File: src/rtl/ntw_proto_pkg.sv
// Shared network-protocol constants and types for the IP protocol slots.
// Also holds the ICMP echo FSM states and the echo-reply checksum update.
package ntw_proto_pkg;

  localparam logic [7:0] PROTO_ICMP = 8'd1;
  localparam logic [7:0] PROTO_TCP  = 8'd6;
  localparam logic [7:0] PROTO_UDP  = 8'd17;

  localparam logic [7:0] ICMP_ECHO_REQUEST = 8'd8;
  localparam logic [7:0] ICMP_ECHO_REPLY   = 8'd0;

  localparam int IP_HDR_BYTES = 20;

  typedef enum logic [2:0] {
    ST_IDLE,
    ST_RX,
    ST_DRAIN,
    ST_DECIDE,
    ST_TX_HDR,
    ST_TX_PLD
  } icmp_echo_state_t;

  // Type 8 -> 0 lowers the first checksummed word by 0x0800, so the
  // one's-complement checksum rises by 0x0800 with end-around carry.
  function automatic logic [15:0] icmp_echo_csum(input logic [15:0] csum);
    logic [16:0] s17;
    s17 = {1'b0, csum} + 17'h00800;
    return s17[15:0] + {15'd0, s17[16]};
  endfunction

endpackage

File: src/rtl/ip_intf.sv
// IP header + 8-bit AXI-Stream payload bundle between protocol blocks.
interface ip_intf;

  logic        ip_hdr_valid;
  logic        ip_hdr_ready;
  logic [5:0]  ip_dscp;
  logic [1:0]  ip_ecn;
  logic [15:0] ip_length;
  logic [3:0]  ip_ihl;
  logic [7:0]  ip_ttl;
  logic [7:0]  ip_protocol;
  logic [31:0] ip_source_ip;
  logic [31:0] ip_dest_ip;

  logic [7:0]  ip_payload_axis_tdata;
  logic        ip_payload_axis_tvalid;
  logic        ip_payload_axis_tready;
  logic        ip_payload_axis_tlast;
  logic        ip_payload_axis_tuser;

  modport MASTER (
    output ip_hdr_valid, ip_dscp, ip_ecn, ip_length, ip_ttl, ip_protocol,
           ip_source_ip, ip_dest_ip,
           ip_payload_axis_tdata, ip_payload_axis_tvalid,
           ip_payload_axis_tlast, ip_payload_axis_tuser,
    input  ip_hdr_ready, ip_payload_axis_tready
  );

  modport SLAVE (
    input  ip_hdr_valid, ip_length, ip_ihl, ip_protocol,
           ip_source_ip, ip_dest_ip,
           ip_payload_axis_tdata, ip_payload_axis_tvalid,
           ip_payload_axis_tlast, ip_payload_axis_tuser,
    output ip_hdr_ready, ip_payload_axis_tready
  );

endinterface

File: src/rtl/icmp_echo_buf.sv
// Simple dual-port byte buffer: one write port, one registered read port.
module icmp_echo_buf #(
  parameter int DEPTH = 256,
  parameter int AW    = $clog2(DEPTH)
) (
  input  logic          i_clk,
  input  logic          wr_en,
  input  logic [AW-1:0] wr_addr,
  input  logic [7:0]    wr_data,
  input  logic          rd_en,
  input  logic [AW-1:0] rd_addr,
  output logic [7:0]    rd_data
);

  logic [7:0] mem [DEPTH];

  // NOTE: the array has no reset so it maps onto block RAM; every byte is
  // written before it is read back, so its power-up contents never matter.
  always_ff @(posedge i_clk) begin
    if (wr_en) mem[wr_addr] <= wr_data;
    if (rd_en) rd_data <= mem[rd_addr];
  end

endmodule

File: src/rtl/icmp_echo_responder.sv
// Store-and-forward ICMP echo responder: buffers each message, answers echo
// requests with swapped addresses and an updated checksum, drops the rest.
module icmp_echo_responder
  import ntw_proto_pkg::*;
#(
  parameter int         BUF_DEPTH = 256,
  parameter logic [7:0] REPLY_TTL = 8'd64
) (
  input  logic        i_clk,
  input  logic        i_rst_n,
  ip_intf.SLAVE       s_ip,
  ip_intf.MASTER      m_ip,
  output logic [15:0] o_echo_cnt,
  output logic [15:0] o_drop_cnt
);

  localparam int          AW         = $clog2(BUF_DEPTH);
  localparam logic [15:0] HDR_LEN    = 16'(IP_HDR_BYTES);
  localparam logic [15:0] MIN_IP_LEN = HDR_LEN + 16'd8;
  localparam logic [16:0] MAX_IP_LEN = 17'(BUF_DEPTH + IP_HDR_BYTES);
  localparam logic [16:0] BUF_BYTES  = 17'(BUF_DEPTH);

  icmp_echo_state_t state, state_nxt;

  logic        hdr_ready_q;
  logic [15:0] len_q;
  logic [31:0] src_q, dst_q;
  logic [15:0] byte_cnt;
  logic [7:0]  icmp_type;
  logic [15:0] csum_q;
  logic        tuser_seen;

  logic [15:0] rd_ptr, ram_idx;
  logic        ram_vld;
  logic [7:0]  ram_data;
  logic        out_vld, out_last;
  logic [7:0]  out_data;
  logic [7:0]  sub_data;

  logic [15:0] hdr_len_q;
  logic [31:0] hdr_src_q, hdr_dst_q;
  logic [7:0]  hdr_ttl_q, hdr_proto_q;

  logic [15:0] pld_len, csum_new;
  logic hdr_fire, hdr_bad, rx_beat, rx_last, decide_drop;
  logic tx_run, tx_fire, tx_done, out_free, adv, rd_en, wr_en;

  assign pld_len  = len_q - HDR_LEN;
  assign csum_new = icmp_echo_csum(csum_q);

  assign hdr_fire = (state == ST_IDLE) && hdr_ready_q && s_ip.ip_hdr_valid;
  assign hdr_bad  = (s_ip.ip_ihl != 4'd5) || (s_ip.ip_protocol != PROTO_ICMP) ||
                    (s_ip.ip_length < MIN_IP_LEN) || ({1'b0, s_ip.ip_length} > MAX_IP_LEN);
  assign rx_beat  = s_ip.ip_payload_axis_tvalid && s_ip.ip_payload_axis_tready;
  assign rx_last  = rx_beat && s_ip.ip_payload_axis_tlast;
  assign decide_drop = tuser_seen || (byte_cnt != pld_len) || (icmp_type != ICMP_ECHO_REQUEST);

  // NOTE: every output of this block gets a default first, so no path can
  // leave one unassigned and infer a latch.
  always_comb begin
    state_nxt                   = state;
    s_ip.ip_payload_axis_tready = 1'b0;
    m_ip.ip_hdr_valid           = 1'b0;
    unique case (state)
      ST_IDLE:   if (hdr_fire) state_nxt = hdr_bad ? ST_DRAIN : ST_RX;
      ST_RX: begin
        s_ip.ip_payload_axis_tready = 1'b1;
        if (rx_last) state_nxt = ST_DECIDE;
      end
      ST_DRAIN: begin
        s_ip.ip_payload_axis_tready = 1'b1;
        if (rx_last) state_nxt = ST_IDLE;
      end
      ST_DECIDE: state_nxt = decide_drop ? ST_IDLE : ST_TX_HDR;
      ST_TX_HDR: begin
        m_ip.ip_hdr_valid = 1'b1;
        if (m_ip.ip_hdr_ready) state_nxt = ST_TX_PLD;
      end
      ST_TX_PLD: if (tx_done) state_nxt = ST_IDLE;
      default:   state_nxt = ST_IDLE;
    endcase
  end

  // NOTE: sequential state uses non-blocking assignments so every register
  // samples pre-edge values regardless of process evaluation order.
  always_ff @(posedge i_clk or negedge i_rst_n) begin
    if (!i_rst_n) begin
      state       <= ST_IDLE;
      hdr_ready_q <= 1'b0;
    end else begin
      state       <= state_nxt;
      hdr_ready_q <= (state_nxt == ST_IDLE);
    end
  end

  assign s_ip.ip_hdr_ready = hdr_ready_q;

  // Receive side: header latch, byte counter and ICMP header capture.
  always_ff @(posedge i_clk or negedge i_rst_n) begin
    if (!i_rst_n) begin
      len_q      <= '0;
      src_q      <= '0;
      dst_q      <= '0;
      byte_cnt   <= '0;
      icmp_type  <= '0;
      csum_q     <= '0;
      tuser_seen <= 1'b0;
    end else if (hdr_fire) begin
      len_q      <= s_ip.ip_length;
      src_q      <= s_ip.ip_source_ip;
      dst_q      <= s_ip.ip_dest_ip;
      byte_cnt   <= '0;
      tuser_seen <= 1'b0;
    end else if (state == ST_RX && rx_beat) begin
      if (byte_cnt != 16'hFFFF) byte_cnt <= byte_cnt + 16'd1;
      if (s_ip.ip_payload_axis_tuser) tuser_seen <= 1'b1;
      case (byte_cnt)
        16'd0:   icmp_type     <= s_ip.ip_payload_axis_tdata;
        16'd2:   csum_q[15:8]  <= s_ip.ip_payload_axis_tdata;
        16'd3:   csum_q[7:0]   <= s_ip.ip_payload_axis_tdata;
        default: ;
      endcase
    end
  end

  assign wr_en = (state == ST_RX) && rx_beat && ({1'b0, byte_cnt} < BUF_BYTES);

  icmp_echo_buf #(.DEPTH(BUF_DEPTH)) u_buf (
    .i_clk   (i_clk),
    .wr_en   (wr_en),
    .wr_addr (byte_cnt[AW-1:0]),
    .wr_data (s_ip.ip_payload_axis_tdata),
    .rd_en   (rd_en),
    .rd_addr (rd_ptr[AW-1:0]),
    .rd_data (ram_data)
  );

  // Transmit side: RAM output stage plus output register. The first read is
  // issued in DECIDE so byte 0 is ready the cycle after the header handshake.
  assign tx_run   = (state == ST_DECIDE) || (state == ST_TX_HDR) || (state == ST_TX_PLD);
  assign tx_fire  = m_ip.ip_payload_axis_tvalid && m_ip.ip_payload_axis_tready;
  assign tx_done  = tx_fire && out_last;
  assign out_free = !out_vld || tx_fire;
  assign adv      = ram_vld && out_free;
  assign rd_en    = tx_run && (rd_ptr < pld_len) && (!ram_vld || adv);

  always_comb begin
    sub_data = ram_data;
    case (ram_idx)
      16'd0:   sub_data = ICMP_ECHO_REPLY;
      16'd2:   sub_data = csum_new[15:8];
      16'd3:   sub_data = csum_new[7:0];
      default: ;
    endcase
  end

  always_ff @(posedge i_clk or negedge i_rst_n) begin
    if (!i_rst_n) begin
      rd_ptr   <= '0;
      ram_idx  <= '0;
      ram_vld  <= 1'b0;
      out_vld  <= 1'b0;
      out_last <= 1'b0;
      out_data <= '0;
    end else if (!tx_run) begin
      rd_ptr  <= '0;
      ram_vld <= 1'b0;
      out_vld <= 1'b0;
    end else begin
      if (rd_en) begin
        rd_ptr  <= rd_ptr + 16'd1;
        ram_idx <= rd_ptr;
      end
      ram_vld <= rd_en || (ram_vld && !adv);
      if (adv) begin
        out_vld  <= 1'b1;
        out_data <= sub_data;
        out_last <= (ram_idx == pld_len - 16'd1);
      end else if (tx_fire) begin
        out_vld <= 1'b0;
      end
    end
  end

  assign m_ip.ip_payload_axis_tvalid = out_vld && (state == ST_TX_PLD);
  assign m_ip.ip_payload_axis_tdata  = out_data;
  assign m_ip.ip_payload_axis_tlast  = out_last;
  assign m_ip.ip_payload_axis_tuser  = 1'b0;

  // Reply header registers, loaded as the FSM commits to a reply.
  always_ff @(posedge i_clk or negedge i_rst_n) begin
    if (!i_rst_n) begin
      hdr_len_q   <= '0;
      hdr_src_q   <= '0;
      hdr_dst_q   <= '0;
      hdr_ttl_q   <= '0;
      hdr_proto_q <= '0;
    end else if (state == ST_DECIDE && !decide_drop) begin
      hdr_len_q   <= len_q;
      hdr_src_q   <= dst_q;
      hdr_dst_q   <= src_q;
      hdr_ttl_q   <= REPLY_TTL;
      hdr_proto_q <= PROTO_ICMP;
    end
  end

  assign m_ip.ip_dscp      = 6'd0;
  assign m_ip.ip_ecn       = 2'd0;
  assign m_ip.ip_length    = hdr_len_q;
  assign m_ip.ip_ttl       = hdr_ttl_q;
  assign m_ip.ip_protocol  = hdr_proto_q;
  assign m_ip.ip_source_ip = hdr_src_q;
  assign m_ip.ip_dest_ip   = hdr_dst_q;

  always_ff @(posedge i_clk or negedge i_rst_n) begin
    if (!i_rst_n) begin
      o_echo_cnt <= '0;
      o_drop_cnt <= '0;
    end else begin
      if (state == ST_TX_PLD && tx_done) o_echo_cnt <= o_echo_cnt + 16'd1;
      if ((state == ST_DRAIN && rx_last) || (state == ST_DECIDE && decide_drop))
        o_drop_cnt <= o_drop_cnt + 16'd1;
    end
  end

endmodule

File: src/flat_wrapper.sv
// flat-port wrapper written by rule: the top's interface ports become plain ports
module icmp_echo_responder_flat import ntw_proto_pkg::*;
#(
  parameter int         BUF_DEPTH = 256,
  parameter logic [7:0] REPLY_TTL = 8'd64
)
  (i_clk, i_rst_n, o_echo_cnt, o_drop_cnt, s_ip_ip_hdr_valid, s_ip_ip_length, s_ip_ip_ihl, s_ip_ip_protocol, s_ip_ip_source_ip, s_ip_ip_dest_ip, s_ip_ip_payload_axis_tdata, s_ip_ip_payload_axis_tvalid, s_ip_ip_payload_axis_tlast, s_ip_ip_payload_axis_tuser, s_ip_ip_hdr_ready, s_ip_ip_payload_axis_tready, m_ip_ip_hdr_valid, m_ip_ip_dscp, m_ip_ip_ecn, m_ip_ip_length, m_ip_ip_ttl, m_ip_ip_protocol, m_ip_ip_source_ip, m_ip_ip_dest_ip, m_ip_ip_payload_axis_tdata, m_ip_ip_payload_axis_tvalid, m_ip_ip_payload_axis_tlast, m_ip_ip_payload_axis_tuser, m_ip_ip_hdr_ready, m_ip_ip_payload_axis_tready);
  ip_intf s_ip_i ();
  ip_intf m_ip_i ();
  input  logic i_clk;
  input  logic i_rst_n;
  output logic [15:0] o_echo_cnt;
  output logic [15:0] o_drop_cnt;
  input wire logic [$bits(s_ip_i.ip_hdr_valid)-1:0] s_ip_ip_hdr_valid;
  input wire logic [$bits(s_ip_i.ip_length)-1:0] s_ip_ip_length;
  input wire logic [$bits(s_ip_i.ip_ihl)-1:0] s_ip_ip_ihl;
  input wire logic [$bits(s_ip_i.ip_protocol)-1:0] s_ip_ip_protocol;
  input wire logic [$bits(s_ip_i.ip_source_ip)-1:0] s_ip_ip_source_ip;
  input wire logic [$bits(s_ip_i.ip_dest_ip)-1:0] s_ip_ip_dest_ip;
  input wire logic [$bits(s_ip_i.ip_payload_axis_tdata)-1:0] s_ip_ip_payload_axis_tdata;
  input wire logic [$bits(s_ip_i.ip_payload_axis_tvalid)-1:0] s_ip_ip_payload_axis_tvalid;
  input wire logic [$bits(s_ip_i.ip_payload_axis_tlast)-1:0] s_ip_ip_payload_axis_tlast;
  input wire logic [$bits(s_ip_i.ip_payload_axis_tuser)-1:0] s_ip_ip_payload_axis_tuser;
  output wire logic [$bits(s_ip_i.ip_hdr_ready)-1:0] s_ip_ip_hdr_ready;
  output wire logic [$bits(s_ip_i.ip_payload_axis_tready)-1:0] s_ip_ip_payload_axis_tready;
  output wire logic [$bits(m_ip_i.ip_hdr_valid)-1:0] m_ip_ip_hdr_valid;
  output wire logic [$bits(m_ip_i.ip_dscp)-1:0] m_ip_ip_dscp;
  output wire logic [$bits(m_ip_i.ip_ecn)-1:0] m_ip_ip_ecn;
  output wire logic [$bits(m_ip_i.ip_length)-1:0] m_ip_ip_length;
  output wire logic [$bits(m_ip_i.ip_ttl)-1:0] m_ip_ip_ttl;
  output wire logic [$bits(m_ip_i.ip_protocol)-1:0] m_ip_ip_protocol;
  output wire logic [$bits(m_ip_i.ip_source_ip)-1:0] m_ip_ip_source_ip;
  output wire logic [$bits(m_ip_i.ip_dest_ip)-1:0] m_ip_ip_dest_ip;
  output wire logic [$bits(m_ip_i.ip_payload_axis_tdata)-1:0] m_ip_ip_payload_axis_tdata;
  output wire logic [$bits(m_ip_i.ip_payload_axis_tvalid)-1:0] m_ip_ip_payload_axis_tvalid;
  output wire logic [$bits(m_ip_i.ip_payload_axis_tlast)-1:0] m_ip_ip_payload_axis_tlast;
  output wire logic [$bits(m_ip_i.ip_payload_axis_tuser)-1:0] m_ip_ip_payload_axis_tuser;
  input wire logic [$bits(m_ip_i.ip_hdr_ready)-1:0] m_ip_ip_hdr_ready;
  input wire logic [$bits(m_ip_i.ip_payload_axis_tready)-1:0] m_ip_ip_payload_axis_tready;
  assign s_ip_i.ip_hdr_valid = s_ip_ip_hdr_valid;
  assign s_ip_i.ip_length = s_ip_ip_length;
  assign s_ip_i.ip_ihl = s_ip_ip_ihl;
  assign s_ip_i.ip_protocol = s_ip_ip_protocol;
  assign s_ip_i.ip_source_ip = s_ip_ip_source_ip;
  assign s_ip_i.ip_dest_ip = s_ip_ip_dest_ip;
  assign s_ip_i.ip_payload_axis_tdata = s_ip_ip_payload_axis_tdata;
  assign s_ip_i.ip_payload_axis_tvalid = s_ip_ip_payload_axis_tvalid;
  assign s_ip_i.ip_payload_axis_tlast = s_ip_ip_payload_axis_tlast;
  assign s_ip_i.ip_payload_axis_tuser = s_ip_ip_payload_axis_tuser;
  assign s_ip_ip_hdr_ready = s_ip_i.ip_hdr_ready;
  assign s_ip_ip_payload_axis_tready = s_ip_i.ip_payload_axis_tready;
  assign m_ip_ip_hdr_valid = m_ip_i.ip_hdr_valid;
  assign m_ip_ip_dscp = m_ip_i.ip_dscp;
  assign m_ip_ip_ecn = m_ip_i.ip_ecn;
  assign m_ip_ip_length = m_ip_i.ip_length;
  assign m_ip_ip_ttl = m_ip_i.ip_ttl;
  assign m_ip_ip_protocol = m_ip_i.ip_protocol;
  assign m_ip_ip_source_ip = m_ip_i.ip_source_ip;
  assign m_ip_ip_dest_ip = m_ip_i.ip_dest_ip;
  assign m_ip_ip_payload_axis_tdata = m_ip_i.ip_payload_axis_tdata;
  assign m_ip_ip_payload_axis_tvalid = m_ip_i.ip_payload_axis_tvalid;
  assign m_ip_ip_payload_axis_tlast = m_ip_i.ip_payload_axis_tlast;
  assign m_ip_ip_payload_axis_tuser = m_ip_i.ip_payload_axis_tuser;
  assign m_ip_i.ip_hdr_ready = m_ip_ip_hdr_ready;
  assign m_ip_i.ip_payload_axis_tready = m_ip_ip_payload_axis_tready;
  icmp_echo_responder #(.BUF_DEPTH(BUF_DEPTH), .REPLY_TTL(REPLY_TTL)) u_core (.i_clk(i_clk), .i_rst_n(i_rst_n), .s_ip(s_ip_i), .m_ip(m_ip_i), .o_echo_cnt(o_echo_cnt), .o_drop_cnt(o_drop_cnt));
endmodule
File: config.mk
export PLATFORM = sky130hd
export DESIGN_NAME = icmp_echo_responder_flat
export DESIGN_NICKNAME = d
export VERILOG_FILES = /design/src/rtl/ntw_proto_pkg.sv /design/src/rtl/ip_intf.sv /design/src/rtl/icmp_echo_buf.sv /design/src/rtl/icmp_echo_responder.sv /design/src/flat_wrapper.sv
export SDC_FILE = /design/constraint.sdc
export NUM_CORES = 2
export LEC_CHECK = 0
export ABC_AREA = 1
export CELL_PAD_IN_SITES_DETAIL_PLACEMENT = 1
export CELL_PAD_IN_SITES_GLOBAL_PLACEMENT = 1
export CORE_MARGIN = 3
export CORE_UTILIZATION = 32
export DETAILED_ROUTE_END_ITERATION = 10
export PLACE_DENSITY_LB_ADDON = 0.1
export SLEW_MARGIN = 25
export SYNTH_ARGS = -nofsm -noshare
export SYNTH_HDL_FRONTEND = slang
export SYNTH_HIERARCHICAL = 1
export SYNTH_SLANG_ARGS = --single-unit
export TNS_END_PERCENT = 50
File: constraint.sdc
create_clock -name i_clk -period 4.1 [get_ports i_clk]
set_input_delay 0.615 -clock i_clk [delete_from_list [all_inputs] [get_ports i_clk]]
set_output_delay 0.615 -clock i_clk [all_outputs]
set_load 0.03 [all_outputs]
==> impl_metrics.py <==
metrics = {
    "synthesis": {
        "postSynthCellCount": 8879,
        "synth_common_cells": "2697 x nand2_1, 2120 x nand3_1, 2056 x edfxtp_1",
        "async_reset_ff_frac": 0.120,
        "synth_edf_count": 2056,
        "synth_cell_type_count": 49,
        "synth_seq_area_share": 0.701,
        "netlist_area_sq_um": 98000,
        "synthTopCellsByArea": "edfxtp_1 63%, nand3_1 11%, nand2_1 10%, dfrtp_1 7.2%, nor2_1 1.4%",
        "postSynth.topFlopCell": "edfxtp_1",
        "most_instantiated_library_cell_after_synthesis": "nand2_1",
        "synth_largest_type_area_fraction": 0.630,
        "synth_warnings": 6,
        "synth_largest_area_cell": "edfxtp_1",
        "syn-mean-instance-area_sq_um": 11.0,
        "synth.ff_latch_count": 2337,
    },
    "hold_path": {
        "whs_path_depth": 1,
        "classification_of_the_worst_slack_hold_path": "in -> reg",
        "holdCritStartpoint": "s_ip_ip_payload_axis_tdata[3]",
        "hold_end": "u_core/u_buf/mem[119][3]",
    },
    "layout": {
        "drive_gt1_frac": 0.0934,
        "final_core_utilization": 0.381,
        "fill_cells": 32947,
        "layout-area-overhead-vs-synth_pct": 18.1,
        "post_layout_nets": 9444,
    },
    "clock_network": {
        "register_clock_pin_slew_on_the_reported_worst_setup_and_hold_paths_ps": 60,
        "resized_cells_post_cts": 0,
        "clock_tree_from_tritoncts": "yes",
        "htree_levels": 5,
        "cts_hold_buf": 1,
        "cts.root.buffer_cell": "clkbuf_16",
        "insertion_delay_ps": 890,
        "cts_num_sinks": 2337,
        "cts_setup_buffers": 0,
        "cts-root-to-sink-buffers": 4,
        "tritoncts.num_buffers": 280,
    },
    "timing": {
        "fmax_mhz": 291,
        "slew_headroom": 0.304,
        "timing.final.crit_period_ps": 3440,
        "layout_worst_path_cycle_share": 0.839,
        "final_setup_violation_count": 0,
        "rsz_0062_raised_after_global_routing": "false",
        "timing_hold_violations_final": 0,
        "totalNegativeSetupSlack_ps": 0,
        "fin_skew_ps": 60.4,
        "worst_pin_slew_ps": 1040,
        "finalMaxSlewViolations": 0,
    },
    "setup_path": {
        "rr_startpoint": "u_core/rd_ptr[1]",
        "maximum_fanout_encountered_on_the_critical_timing_path": 45,
        "critical-path-top-cell-by-count": "nand3_1",
        "cp.required_ps": 4720,
        "r2r.worst_path.cells": 12,
        "criticalPathCategory": "reg -> reg",
        "worstReg2RegEnd": "u_core/u_buf/rd_data[2]",
        "worst_path_max_delay_cell": "dfrtp_4",
        "cp_data_arrival_time_ps": 4060,
        "r2r_setup_slack_ps": 660,
        "worstSetupEndpointType": "flip-flop",
        "start_kind": "flip-flop",
        "worst_path_dominant_cell_family": "simple AND/OR/NAND/NOR gates",
        "critPathBufInv": 3,
        "delay_of_the_slowest_critical_path_stage_ps": 660,
        "crit_path_cell_trace": "inv_8 -> buf_12 -> buf_12 -> nand3_1 -> nand3_1 -> nand3_1 -> nand3_1 -> nand3_1 -> nand3_1 -> nand2_1 -> nand2_1 -> nand2_1",
    },
    "floorplan": {
        "dieWidth_um": 560,
        "initial_core_util": 0.323,
        "die_area_sq_um": 313000,
        "core_area_sq_um": 304000,
        "design.portCount": 258,
        "num_rows": 202,
        "dieHeight_um": 560,
    },
    "run": {
        "drv.max_cap_violation_count": 0,
    },
    "placement": {
        "place_hpwl_um": 209000,
        "globalplace.congestion": 0.793,
        "buffer_ports.inserted": 234,
    },
    "run_status": {
        "outcome": "complete, no violations",
    },
    "route": {
        "vias": 68724,
        "first_pass_iters": 5,
        "vias_per_cell": 5.05,
        "drt_iter0_drc": 5755,
        "dr_wl_met3_um": 16700,
        "avgRoutedWirePerCell_um": 24.9,
        "drt-met1-wl_um": 157000,
        "antenna_left": 0,
        "route.final.wire_length_um": 339000,
        "topmost_layer_with_routed_signal_wires": "met5",
        "detail_route.drc_violations": 0,
        "met2_length_um": 158000,
    },
    "global_route": {
        "sum_of_overflow_across_all_layers_after_global_routing": 0,
        "grt_util_all_layers": 0.212,
        "initial_antenna_violation_count": 9,
        "grt_first_pass_wirelength_um": 498000,
        "grt_pass1_vias": 70973,
        "grt_max_degree": 129,
    },
    "power": {
        "ir_worst_vdd_v": 0.000273,
        "power_per_cell_area_nw_per_um2": 467,
        "power_leakage_nw": 43.2,
    },
}
## final cells by class
cell class                 count  area, sq um  area share
multi-input combinational   5649        25100       0.217
timing repair buffer         684         6680      0.0577
clock inverter               132         1160      0.0101
tap                         4080         5100      0.0441
sequential                  2337        68800       0.594
antenna                        4         10.0   0.0000865
clock buffer                 370         7510      0.0649
inverter                     356         1370      0.0118
## how the worst max path moves through the flow
stage | to | slack [ps] | cells past startpoint | from
global route | u_core/u_buf/rd_data[3] | 470 | 16 | u_core/len_q[3]
detailed placement | u_core/u_buf/mem[15][4] | 500 | 6 | s_ip_ip_payload_axis_tvalid
finish | u_core/u_buf/rd_data[2] | 660 | 12 | u_core/rd_ptr[1]
global placement | u_core/u_buf/mem[73][2] | 500 | 8 | s_ip_ip_payload_axis_tvalid
floorplan | u_core/u_buf/rd_data[0] | 1350 | 16 | u_core/len_q[2]
CTS | u_core/u_buf/rd_data[2] | 670 | 12 | u_core/rd_ptr[1]
## kinds of logic after synthesis
kind of cell	after synthesis	synth area share
adder cells (fa/ha/maj)	28	0.00357
flip-flops	2337	0.701
AO/OA/AOI/OAI	218	0.0117
buffers and inverters	915	0.0434
XOR/XNOR	65	0.00610
other	1	0.0000382
AND/OR/NAND/NOR	5313	0.234
multiplexers	2	0.000204
## where the power goes
| part | leakage (nW) | internal, mW | switching, mW | total (mW) |
|---|---|---|---|---|
| sequential | 22.2 | 26.4 | 0.401 | 26.8 |
| clock | 4.22 | 13.7 | 10.2 | 23.9 |
| combinational | 16.7 | 1.01 | 2.34 | 3.34 |
| total | 43.2 | 41.1 | 12.9 | 54.0 |
## layer usage
layer  global-route usage  vias to the layer above
li1                     -                    31574
met1                0.298                    35242
met2                0.341                     1501
met3               0.0329                      403
met4               0.0527                        4
met5             0.000305                        -
## metrics by stage
| stage | instance area (sq um) | setup slack, ps | power [mW] | instances | hold slack [ps] |
|---|---|---|---|---|---|
| 2_1_floorplan | 98100 | 1350 | 29.0 | 8901 | 319 |
| 5_1_grt | 116000 | 475 | 56.2 | 13609 | 159 |
| 4_1_cts | 116000 | 666 | 54.8 | 13608 | 126 |
| 3_3_place_gp | 107000 | 503 | 30.6 | 13105 | 463 |
| 3_5_place_dp | 107000 | 496 | 30.7 | 13105 | 465 |
| 6_report | 116000 | 659 | 54.0 | 13612 | 169 |
## layout by cell type, fill, tap and decap left out, drive strengths merged, types with 3 or more instances in the layout
master         count
nand2           2708
nand3           2121
edfxtp          2056
buf              458
nor2             381
clkbuf           370
inv              369
dfrtp            281
clkdlybuf4s50    225
o21ai            166
clkinv           105
xor2              50
nand4             37
a21oi             35
nor3              34
ha                28
conb              23
nor4              22
xnor2             14
bufinv            12
diode              4
nand3b             4
or2                4
o211ai             3
a211oi             3
o21a               3
## sequential cells by signal (all words and copies together) (netlist names), 16 cells and up
signal                    cells
u_core/byte_cnt              16
u_core/csum_q                16
u_core/dst_q                 32
u_core/len_q                 16
u_core/m_ip.ip_dest_ip       32
u_core/m_ip.ip_length        16
u_core/m_ip.ip_source_ip     32
u_core/o_drop_cnt            16
u_core/o_echo_cnt            16
u_core/ram_idx               16
u_core/rd_ptr                16
u_core/src_q                 32
u_core/u_buf/mem           2048
Note: power is estimated with default switching activity, not from simulation.
